--- src/rtl/aes_pkg.sv ---
// Shared AES definitions for the inverse SubBytes unit.
//   - aes_state_e : control states of the sequential InvSubBytes engine
//   - AES_WORDS, AES_WORD_W : 128-bit state carried as four 32-bit words
//   - SBOX_FWD / SBOX_INV : FIPS-197 forward and inverse S-box tables (index = input byte)
package aes_pkg;

  typedef enum logic [1:0] {StIdle, StLoad, StSub, StOut} aes_state_e;

  localparam int unsigned AES_WORDS  = 4;
  localparam int unsigned AES_WORD_W = 32;

  localparam logic [7:0] SBOX_FWD [256] = '{
    8'h63, 8'h7c, 8'h77, 8'h7b, 8'hf2, 8'h6b, 8'h6f, 8'hc5, 8'h30, 8'h01, 8'h67, 8'h2b,
    8'hfe, 8'hd7, 8'hab, 8'h76, 8'hca, 8'h82, 8'hc9, 8'h7d, 8'hfa, 8'h59, 8'h47, 8'hf0,
    8'had, 8'hd4, 8'ha2, 8'haf, 8'h9c, 8'ha4, 8'h72, 8'hc0, 8'hb7, 8'hfd, 8'h93, 8'h26,
    8'h36, 8'h3f, 8'hf7, 8'hcc, 8'h34, 8'ha5, 8'he5, 8'hf1, 8'h71, 8'hd8, 8'h31, 8'h15,
    8'h04, 8'hc7, 8'h23, 8'hc3, 8'h18, 8'h96, 8'h05, 8'h9a, 8'h07, 8'h12, 8'h80, 8'he2,
    8'heb, 8'h27, 8'hb2, 8'h75, 8'h09, 8'h83, 8'h2c, 8'h1a, 8'h1b, 8'h6e, 8'h5a, 8'ha0,
    8'h52, 8'h3b, 8'hd6, 8'hb3, 8'h29, 8'he3, 8'h2f, 8'h84, 8'h53, 8'hd1, 8'h00, 8'hed,
    8'h20, 8'hfc, 8'hb1, 8'h5b, 8'h6a, 8'hcb, 8'hbe, 8'h39, 8'h4a, 8'h4c, 8'h58, 8'hcf,
    8'hd0, 8'hef, 8'haa, 8'hfb, 8'h43, 8'h4d, 8'h33, 8'h85, 8'h45, 8'hf9, 8'h02, 8'h7f,
    8'h50, 8'h3c, 8'h9f, 8'ha8, 8'h51, 8'ha3, 8'h40, 8'h8f, 8'h92, 8'h9d, 8'h38, 8'hf5,
    8'hbc, 8'hb6, 8'hda, 8'h21, 8'h10, 8'hff, 8'hf3, 8'hd2, 8'hcd, 8'h0c, 8'h13, 8'hec,
    8'h5f, 8'h97, 8'h44, 8'h17, 8'hc4, 8'ha7, 8'h7e, 8'h3d, 8'h64, 8'h5d, 8'h19, 8'h73,
    8'h60, 8'h81, 8'h4f, 8'hdc, 8'h22, 8'h2a, 8'h90, 8'h88, 8'h46, 8'hee, 8'hb8, 8'h14,
    8'hde, 8'h5e, 8'h0b, 8'hdb, 8'he0, 8'h32, 8'h3a, 8'h0a, 8'h49, 8'h06, 8'h24, 8'h5c,
    8'hc2, 8'hd3, 8'hac, 8'h62, 8'h91, 8'h95, 8'he4, 8'h79, 8'he7, 8'hc8, 8'h37, 8'h6d,
    8'h8d, 8'hd5, 8'h4e, 8'ha9, 8'h6c, 8'h56, 8'hf4, 8'hea, 8'h65, 8'h7a, 8'hae, 8'h08,
    8'hba, 8'h78, 8'h25, 8'h2e, 8'h1c, 8'ha6, 8'hb4, 8'hc6, 8'he8, 8'hdd, 8'h74, 8'h1f,
    8'h4b, 8'hbd, 8'h8b, 8'h8a, 8'h70, 8'h3e, 8'hb5, 8'h66, 8'h48, 8'h03, 8'hf6, 8'h0e,
    8'h61, 8'h35, 8'h57, 8'hb9, 8'h86, 8'hc1, 8'h1d, 8'h9e, 8'he1, 8'hf8, 8'h98, 8'h11,
    8'h69, 8'hd9, 8'h8e, 8'h94, 8'h9b, 8'h1e, 8'h87, 8'he9, 8'hce, 8'h55, 8'h28, 8'hdf,
    8'h8c, 8'ha1, 8'h89, 8'h0d, 8'hbf, 8'he6, 8'h42, 8'h68, 8'h41, 8'h99, 8'h2d, 8'h0f,
    8'hb0, 8'h54, 8'hbb, 8'h16
  };

  localparam logic [7:0] SBOX_INV [256] = '{
    8'h52, 8'h09, 8'h6a, 8'hd5, 8'h30, 8'h36, 8'ha5, 8'h38, 8'hbf, 8'h40, 8'ha3, 8'h9e,
    8'h81, 8'hf3, 8'hd7, 8'hfb, 8'h7c, 8'he3, 8'h39, 8'h82, 8'h9b, 8'h2f, 8'hff, 8'h87,
    8'h34, 8'h8e, 8'h43, 8'h44, 8'hc4, 8'hde, 8'he9, 8'hcb, 8'h54, 8'h7b, 8'h94, 8'h32,
    8'ha6, 8'hc2, 8'h23, 8'h3d, 8'hee, 8'h4c, 8'h95, 8'h0b, 8'h42, 8'hfa, 8'hc3, 8'h4e,
    8'h08, 8'h2e, 8'ha1, 8'h66, 8'h28, 8'hd9, 8'h24, 8'hb2, 8'h76, 8'h5b, 8'ha2, 8'h49,
    8'h6d, 8'h8b, 8'hd1, 8'h25, 8'h72, 8'hf8, 8'hf6, 8'h64, 8'h86, 8'h68, 8'h98, 8'h16,
    8'hd4, 8'ha4, 8'h5c, 8'hcc, 8'h5d, 8'h65, 8'hb6, 8'h92, 8'h6c, 8'h70, 8'h48, 8'h50,
    8'hfd, 8'hed, 8'hb9, 8'hda, 8'h5e, 8'h15, 8'h46, 8'h57, 8'ha7, 8'h8d, 8'h9d, 8'h84,
    8'h90, 8'hd8, 8'hab, 8'h00, 8'h8c, 8'hbc, 8'hd3, 8'h0a, 8'hf7, 8'he4, 8'h58, 8'h05,
    8'hb8, 8'hb3, 8'h45, 8'h06, 8'hd0, 8'h2c, 8'h1e, 8'h8f, 8'hca, 8'h3f, 8'h0f, 8'h02,
    8'hc1, 8'haf, 8'hbd, 8'h03, 8'h01, 8'h13, 8'h8a, 8'h6b, 8'h3a, 8'h91, 8'h11, 8'h41,
    8'h4f, 8'h67, 8'hdc, 8'hea, 8'h97, 8'hf2, 8'hcf, 8'hce, 8'hf0, 8'hb4, 8'he6, 8'h73,
    8'h96, 8'hac, 8'h74, 8'h22, 8'he7, 8'had, 8'h35, 8'h85, 8'he2, 8'hf9, 8'h37, 8'he8,
    8'h1c, 8'h75, 8'hdf, 8'h6e, 8'h47, 8'hf1, 8'h1a, 8'h71, 8'h1d, 8'h29, 8'hc5, 8'h89,
    8'h6f, 8'hb7, 8'h62, 8'h0e, 8'haa, 8'h18, 8'hbe, 8'h1b, 8'hfc, 8'h56, 8'h3e, 8'h4b,
    8'hc6, 8'hd2, 8'h79, 8'h20, 8'h9a, 8'hdb, 8'hc0, 8'hfe, 8'h78, 8'hcd, 8'h5a, 8'hf4,
    8'h1f, 8'hdd, 8'ha8, 8'h33, 8'h88, 8'h07, 8'hc7, 8'h31, 8'hb1, 8'h12, 8'h10, 8'h59,
    8'h27, 8'h80, 8'hec, 8'h5f, 8'h60, 8'h51, 8'h7f, 8'ha9, 8'h19, 8'hb5, 8'h4a, 8'h0d,
    8'h2d, 8'he5, 8'h7a, 8'h9f, 8'h93, 8'hc9, 8'h9c, 8'hef, 8'ha0, 8'he0, 8'h3b, 8'h4d,
    8'hae, 8'h2a, 8'hf5, 8'hb0, 8'hc8, 8'heb, 8'hbb, 8'h3c, 8'h83, 8'h53, 8'h99, 8'h61,
    8'h17, 8'h2b, 8'h04, 8'h7e, 8'hba, 8'h77, 8'hd6, 8'h26, 8'he1, 8'h69, 8'h14, 8'h63,
    8'h55, 8'h21, 8'h0c, 8'h7d
  };

  function automatic logic [7:0] sbox_fwd(logic [7:0] b);
    return SBOX_FWD[b];
  endfunction

  function automatic logic [7:0] sbox_inv(logic [7:0] b);
    return SBOX_INV[b];
  endfunction

endpackage

--- src/rtl/aes_inv_sboxb.sv ---
// Single-byte combinational AES inverse S-box.
//   data_i : input byte
//   data_o : InvSubBytes(data_i)
module aes_inv_sboxb
  import aes_pkg::*;
(
  input  logic [7:0] data_i,
  output logic [7:0] data_o
);

  assign data_o = sbox_inv(data_i);

endmodule

--- src/rtl/aes_inv_subbyte_seq.sv ---
// Sequential InvSubBytes unit with 32-bit streaming I/O.
// Loads a 128-bit state as four words (word 0 = bits 127:96), substitutes NSBOX bytes per
// cycle, then streams the result as four words with out_last on the final one.
//   clk, rst                       : clock, asynchronous active-high reset
//   in_valid / in_ready / in_data  : input word handshake
//   out_valid / out_ready / out_data / out_last : output word handshake
//   busy                           : high while substituting or emitting
// All outputs decode registered state only; no input-to-output combinational path.
module aes_inv_subbyte_seq
  import aes_pkg::*;
#(
  parameter int unsigned NSBOX = 4
) (
  input  logic                  clk,
  input  logic                  rst,
  input  logic                  in_valid,
  output logic                  in_ready,
  input  logic [AES_WORD_W-1:0] in_data,
  output logic                  out_valid,
  input  logic                  out_ready,
  output logic [AES_WORD_W-1:0] out_data,
  output logic                  out_last,
  output logic                  busy
);

  if ((NSBOX != 4) && (NSBOX != 16)) begin : gen_nsbox_illegal
    $fatal(1, "aes_inv_subbyte_seq: NSBOX must be 4 or 16");
  end

  localparam int unsigned SubCycles = 16 / NSBOX;
  localparam int unsigned SliceW    = 8 * NSBOX;
  localparam int unsigned SubCntW   = (SubCycles > 1) ? $clog2(SubCycles) : 1;
  localparam logic [SubCntW-1:0] SubLast  = SubCntW'(SubCycles - 1);
  localparam logic [1:0]         WordLast = 2'(AES_WORDS - 1);

  aes_state_e         state_q, state_d;
  logic [1:0]         wcnt_q, wcnt_d;
  logic [SubCntW-1:0] scnt_q, scnt_d;
  logic [127:0]       buf_q, buf_d;

  logic [6:0]         word_lsb;
  logic [6:0]         slice_lsb;
  logic [SliceW-1:0]  sub_in;
  logic [SliceW-1:0]  sub_out;

  // Word k lives at bits [127-32k -: 32], i.e. LSB = 32*(3-k).
  assign word_lsb  = {~wcnt_q, 5'b0};
  // Slice j covers [127-SliceW*j -: SliceW]; slices walk from the MSB end downwards.
  assign slice_lsb = 7'(128 - SliceW * (int'(scnt_q) + 1));
  assign sub_in    = buf_q[slice_lsb +: SliceW];

  for (genvar i = 0; i < NSBOX; i++) begin : gen_sbox
    aes_inv_sboxb u_sbox (
      .data_i (sub_in[8*i +: 8]),
      .data_o (sub_out[8*i +: 8])
    );
  end

  always_comb begin
    state_d = state_q;
    wcnt_d  = wcnt_q;
    scnt_d  = scnt_q;
    buf_d   = buf_q;
    unique case (state_q)
      StIdle: state_d = StLoad;
      StLoad: begin
        if (in_valid && in_ready) begin
          buf_d[word_lsb +: AES_WORD_W] = in_data;
          if (wcnt_q == WordLast) begin
            wcnt_d  = '0;
            state_d = StSub;
          end else begin
            wcnt_d = wcnt_q + 2'd1;
          end
        end
      end
      StSub: begin
        buf_d[slice_lsb +: SliceW] = sub_out;
        if (scnt_q == SubLast) begin
          scnt_d  = '0;
          state_d = StOut;
        end else begin
          scnt_d = scnt_q + SubCntW'(1);
        end
      end
      StOut: begin
        if (out_valid && out_ready) begin
          if (wcnt_q == WordLast) begin
            wcnt_d  = '0;
            state_d = StLoad;
          end else begin
            wcnt_d = wcnt_q + 2'd1;
          end
        end
      end
      default: state_d = StIdle;
    endcase
  end

  always_ff @(posedge clk or posedge rst) begin
    if (rst) begin
      state_q <= StIdle;
      wcnt_q  <= '0;
      scnt_q  <= '0;
      buf_q   <= '0;
    end else begin
      state_q <= state_d;
      wcnt_q  <= wcnt_d;
      scnt_q  <= scnt_d;
      buf_q   <= buf_d;
    end
  end

  assign in_ready  = (state_q == StLoad);
  assign out_valid = (state_q == StOut);
  assign out_last  = out_valid && (wcnt_q == WordLast);
  assign busy      = (state_q == StSub) || (state_q == StOut);
  assign out_data  = out_valid ? buf_q[word_lsb +: AES_WORD_W] : '0;

endmodule

--- config.mk ---
export PLATFORM = sky130hd
export DESIGN_NAME = aes_inv_subbyte_seq
export DESIGN_NICKNAME = d
export VERILOG_FILES = /design/src/rtl/aes_pkg.sv /design/src/rtl/aes_inv_sboxb.sv /design/src/rtl/aes_inv_subbyte_seq.sv
export SDC_FILE = /design/constraint.sdc
export NUM_CORES = 1
export LEC_CHECK = 0
export ABC_AREA = 1
export CAP_MARGIN = 20
export CORE_MARGIN = 4
export CORE_UTILIZATION = 26
export CTS_CLUSTER_SIZE = 28
export DETAILED_ROUTE_END_ITERATION = 7
export MAX_ROUTING_LAYER = met4
export PLACE_DENSITY = 0.5
export SYNTH_ARGS = -nofsm -noshare
export SYNTH_HDL_FRONTEND = slang
export SYNTH_SLANG_ARGS = --single-unit
--- constraint.sdc ---
create_clock -name clk -period 12.5 [get_ports clk]
set_input_delay 2.5 -clock clk [delete_from_list [all_inputs] [get_ports clk]]
set_output_delay 2.5 -clock clk [all_outputs]
set_load 0.01 [all_outputs]
==> results of run 1 <==
worst max-delay path, cell delays in order (launching register included):
cell     delay, ps
dfrtp_2       1040
inv_6          270
ha_2          1050
inv_4          260
nand2_2        450
o22ai_1        190
nor2_4         120
buf_4          610
inv_2          570
nor2_1         270
nand3_1        180
nand3_1        110
nand3_1        160
nand3_2        230
nand4_1        120
a21oi_1        190
metal layers:
| layer | track usage | part of all wire | vias up |
|---|---|---|---|
| li1 | - | - | 12700 |
| met1 | 0.345 | 0.40 | 13100 |
| met2 | 0.371 | 0.42 | 2094 |
| met3 | 0.0473 | 0.12 | 385 |
| met4 | 0.112 | 0.052 | 0 |
| met5 | - | 0 | - |
per-stage QoR:
stage	instances	setup slack, ps	utilization	hold slack, ps	instance area [µm²]
floorplan	3781	6420	-	495	21500
global placement	4687	6620	0.274	505	22500
detailed placement	4689	6580	0.275	516	22500
CTS	4721	6540	0.282	530	23100
global route	4724	6260	0.283	549	23200
finish	4724	6450	0.283	523	23200
area by class of cell:
class	count	share of cell area
antenna	2	0.000216
clock inverter	13	0.00734
clock buffer	19	0.0191
timing repair buffer	121	0.0495
tap	1070	0.0578
inverter	215	0.0354
multi-input combinational	3150	0.686
sequential	134	0.145
worst paths after layout:
path                               to  slack, ps  cells after the start
max                         buf_q[39]       6450                     15
min                         buf_q[78]        520                      2
max reg2reg                 buf_q[39]       6450                     15
min reg2reg                 buf_q[78]        520                      2
max in group asynchronous  buf_q[105]       8470                      3
min in group asynchronous   buf_q[55]       2580                      2
synth_stat cells (28+ instances only):
cell type / instances / area (µm²)
nand2_2: 68 / 425
o21ai_0: 75 / 375
buf_4: 33 / 248
nand3_2: 28 / 280
buf_2: 89 / 445
o211ai_1: 29 / 218
inv_1: 194 / 728
dfrtp_1: 134 / 3350
clkbuf_1: 118 / 443
nand3_1: 959 / 4800
nand2_1: 911 / 3420
nand4_1: 133 / 832
a22oi_1: 32 / 240
o21ai_1: 29 / 145
buf_6: 29 / 327
a31oi_1: 48 / 300
a21oi_1: 338 / 1690
ha_1: 84 / 1050
nor2_1: 331 / 1240
kinds of logic after synthesis:
logic type      share of synthesized area
flops                               0.156
fa+ha+maj                          0.0489
buf+inv                             0.109
simple gates                        0.539
compound gates                      0.148
flip-flops by register name, summed over array words and instances, names as in the netlist:
signal   flops
wcnt_q       2
state_q      2
buf_q      128
scnt_q       2
==> flow_metrics.py, run 1 <==
metrics = {
    "status": {
        "status": "finished, final reports clean",
    },
    "min_path": {
        "hp-start": "buf_q[78]",
        "hold_class": "register to register",
    },
    "sta": {
        "drv_slew": 0,
        "worst_slew_pin_slew_ps": 1170,
        "fmax_mhz": 165,
        "setup_violations": 0,
        "period_share": 0.484,
        "slew_headroom": 0.221,
        "fin_crit_ps": 6050,
        "hold_viol_final": 0,
        "clock_skew_ps": 10.8,
        "fin_setup_tns_ps": 0,
        "rsz0062_at_grt": "no",
    },
    "route": {
        "vias_per_cell": 5.99,
        "vias": 28300,
        "wire_per_inst_um": 23.9,
        "ant_nets": 0,
        "drtIter0Drc": 4843,
        "wirelength_mm": 113,
        "firstDrtPassIters": 7,
        "drc": 0,
    },
    "grt": {
        "grtUsageTotal": 0.255,
        "antenna_found_initial": 3,
        "grt_max_degree": 98,
        "grt_first_pass_wirelength_mm": 168,
        "grt_pass1_vias": 25800,
        "grt_overflow_total": 0,
    },
    "job": {
        "max_cap_violations": 0,
    },
    "setup_path": {
        "cp-startpoint": "scnt_q[0]",
        "worstPathMaxFanout": 61,
        "worstPathRequired_ps": 12850,
        "r2r_start": "scnt_q[0]",
        "arrival_ps": 6400,
        "end_kind": "register",
        "start_kind": "register",
        "crit_type": "register to register",
    },
    "cts": {
        "ctsResizeCount": 0,
        "postCtsSetupRepairBufs": 0,
        "ctsHoldBuffers": 0,
        "cts_buffer_depth": 2,
        "h-tree-depth": 4,
        "cts-root-buf": "clkbuf_16",
        "cts_sinks": 134,
        "tritoncts": "done",
        "numCtsBuffers": 17,
        "clk_transition_reported_paths_ps": 70,
        "clk_latency_ps": 440,
    },
    "die": {
        "fp.dieArea_um2": 87300,
        "die_w_um": 295,
        "coreArea_um2": 82000,
        "start_util": 0.262,
        "fp.dieH_um": 295,
        "num_rows": 105,
        "io_pins": 72,
    },
    "placement": {
        "dp_hpwl_mm": 74.8,
        "gp_congestion": 1.02,
        "io_buffers": 71,
    },
    "logic_synthesis": {
        "synth_cells": 3781,
        "synth_edf_count": 0,
        "synth_nets": 3901,
        "netlist_area_um2": 21500,
        "async_flop_share": 1.00,
        "avgSynthCellArea_um2": 5.68,
        "yosysSeqAreaShare": 0.156,
        "synth_cell_type_count": 41,
        "synth_flop_cell": "dfrtp_1",
        "ys_ff_latch": 134,
        "synth-warning-count": 0,
    },
    "layout": {
        "seq_area_um2": 3360,
        "nFillCells": 9466,
        "drive_above_1_share": 0.0753,
        "most-common-layout-cells": "nand3_1 (959), nand2_1 (907), a21oi_1 (338), nor2_1 (325), inv_1 (193)",
        "multi_input_area_um2": 15900,
        "syn_to_final_growth_pct": 7.88,
        "nets": 3759,
        "final_common_cell": "nand3_1",
    },
}
Power of run 1 is left out: the tool's default activity adds up to more than one toggle a clock period on the data nets, which glitch-free logic cannot reach.
==> run 2: changes to the inputs <==
Clock period 12.5 ns to 5.7 ns, I/O delays scaled along.
==> run 2 against run 1 <==
  * The run now ends with design-rule violations left
  * Wire length up 1.7%
  * Die area unchanged
  * Setup slack lost 5600 ps
  * Non-clock buffer count up 31
  * Critical path type is now register to output pin
  * Highest routed layer unchanged
==> flow_metrics.py, run 2 (synthesized netlist as in run 1, its figures left out) <==
metrics = {
    "status": {
        "status": "complete, but fails checks",
        "violations": "design-rule violations",
    },
    "sta": {
        "fmax_mhz": 208,
        "period_share": 0.843,
        "fin_setup_tns_ps": 0,
        "setup_violations": 0,
        "fin_crit_ps": 4800,
        "drv_slew": 0,
        "rsz0062_at_grt": "no",
        "hold_viol_final": 0,
        "slew_headroom": 0.188,
        "clock_skew_ps": 15.1,
        "worst_slew_pin_slew_ps": 1220,
    },
    "setup_path": {
        "r2r-end": "buf_q[10]",
        "worstPathMaxFanout": 67,
        "reg2regPathDepth": 16,
        "ff2ff_setup_slack_ps": 1070,
        "worstPathRequired_ps": 4560,
        "end_kind": "output pin",
        "arrival_ps": 3660,
        "start_kind": "register",
        "crit_type": "register to output pin",
        "r2r_start": "scnt_q[0]",
    },
    "route": {
        "firstDrtPassIters": 8,
        "wirelength_mm": 115,
        "vias": 28900,
        "ant_nets": 0,
        "vias_per_cell": 6.08,
        "drc": 2,
        "drtIter0Drc": 5572,
        "wire_per_inst_um": 24.2,
    },
    "die": {
        "start_util": 0.262,
        "die_w_um": 295,
        "coreArea_um2": 82000,
        "fp.dieH_um": 295,
        "fp.dieArea_um2": 87300,
        "io_pins": 72,
        "num_rows": 105,
    },
    "min_path": {
        "whs_path_depth": 2,
        "hp-start": "buf_q[103]",
        "hold_end": "buf_q[103]",
        "hold_class": "register to register",
    },
    "layout": {
        "utilization": 0.285,
        "nets": 3790,
        "top_register": "buf_q",
        "final_cells": 4755,
        "largest_reg_flops": 128,
        "drive_above_1_share": 0.0834,
        "syn_to_final_growth_pct": 8.89,
        "fin_area_um2": 23400,
        "final_common_cell": "nand3_1",
        "most-common-layout-cells": "nand3_1 (959), nand2_1 (907), a21oi_1 (338), nor2_1 (325), inv_1 (193)",
    },
    "placement": {
        "place_area_um2": 22800,
        "dp_hpwl_mm": 78.6,
        "place_inst": 4721,
        "gp_congestion": 1.08,
        "io_buffers": 71,
    },
    "cts": {
        "clk_latency_ps": 440,
        "postCtsSetupRepairBufs": 0,
        "ctsResizeCount": 0,
        "cts_sinks": 134,
        "numCtsBuffers": 17,
        "h-tree-depth": 4,
        "cts_buffer_depth": 2,
        "ctsHoldBuffers": 0,
        "cts-root-buf": "clkbuf_16",
        "clk_transition_reported_paths_ps": 70,
        "tritoncts": "done",
    },
    "grt": {
        "grt_max_degree": 98,
        "grt_pass1_vias": 26400,
        "grt_overflow_total": 0,
        "grt_first_pass_wirelength_mm": 170,
        "antenna_found_initial": 3,
        "grtUsageTotal": 0.258,
    },
    "job": {
        "max_cap_violations": 0,
    },
}
==> run 2: layer usage <==
| metal | vias to the layer above | track usage | routed length [µm] |
|---|---|---|---|
| met3 | 485 | 0.0528 | 15000 |
| met1 | 13300 | 0.343 | 45200 |
| met5 | - | - | 0 |
| li1 | 12700 | - | - |
| met4 | 0 | 0.126 | 6700 |
| met2 | 2425 | 0.372 | 48100 |
==> run 2: critical path: stages (launching register included) <==
cell and delay, ps:
dfrtp_4 950, inv_2 620, a21oi_1 290, o21ai_0 100
a21oi_1 530, clkdlybuf4s50_1 660
==> run 2: stage by stage <==
step	hold WS, ps	setup WS (ps)
after floorplan	495	977
after global placement	509	1190
after detailed placement	515	1210
after CTS	528	1030
after global routing	556	849
final	531	896
==> run 2: layout make-up <==
| type | count | area [µm²] |
|---|---|---|
| flip-flops and latches | 134 | 3360 |
| clock buffers | 18 | 439 |
| inverters | 215 | 820 |
| fillers | 9371 | 58600 |
| well taps | 1070 | 1340 |
| diodes | 2 | 5.00 |
| clock inverters | 14 | 174 |
| multi-input cells | 3150 | 15900 |
| repair buffers | 152 | 1370 |
==> run 2: worst max path at each step <==
| stage | start | end | slack [ps] | cells past startpoint |
|---|---|---|---|---|
| detailed placement | scnt_q[0] | buf_q[94] | 1210 | 17 |
| floorplan | rst | buf_q[0] | 980 | 1 |
| global placement | scnt_q[0] | buf_q[30] | 1190 | 17 |
| global route | wcnt_q[0] | out_data[22] | 850 | 5 |
| finish | wcnt_q[0] | out_data[22] | 900 | 5 |
| CTS | wcnt_q[0] | out_data[22] | 1030 | 5 |
Power of run 2 is left out for the same reason.
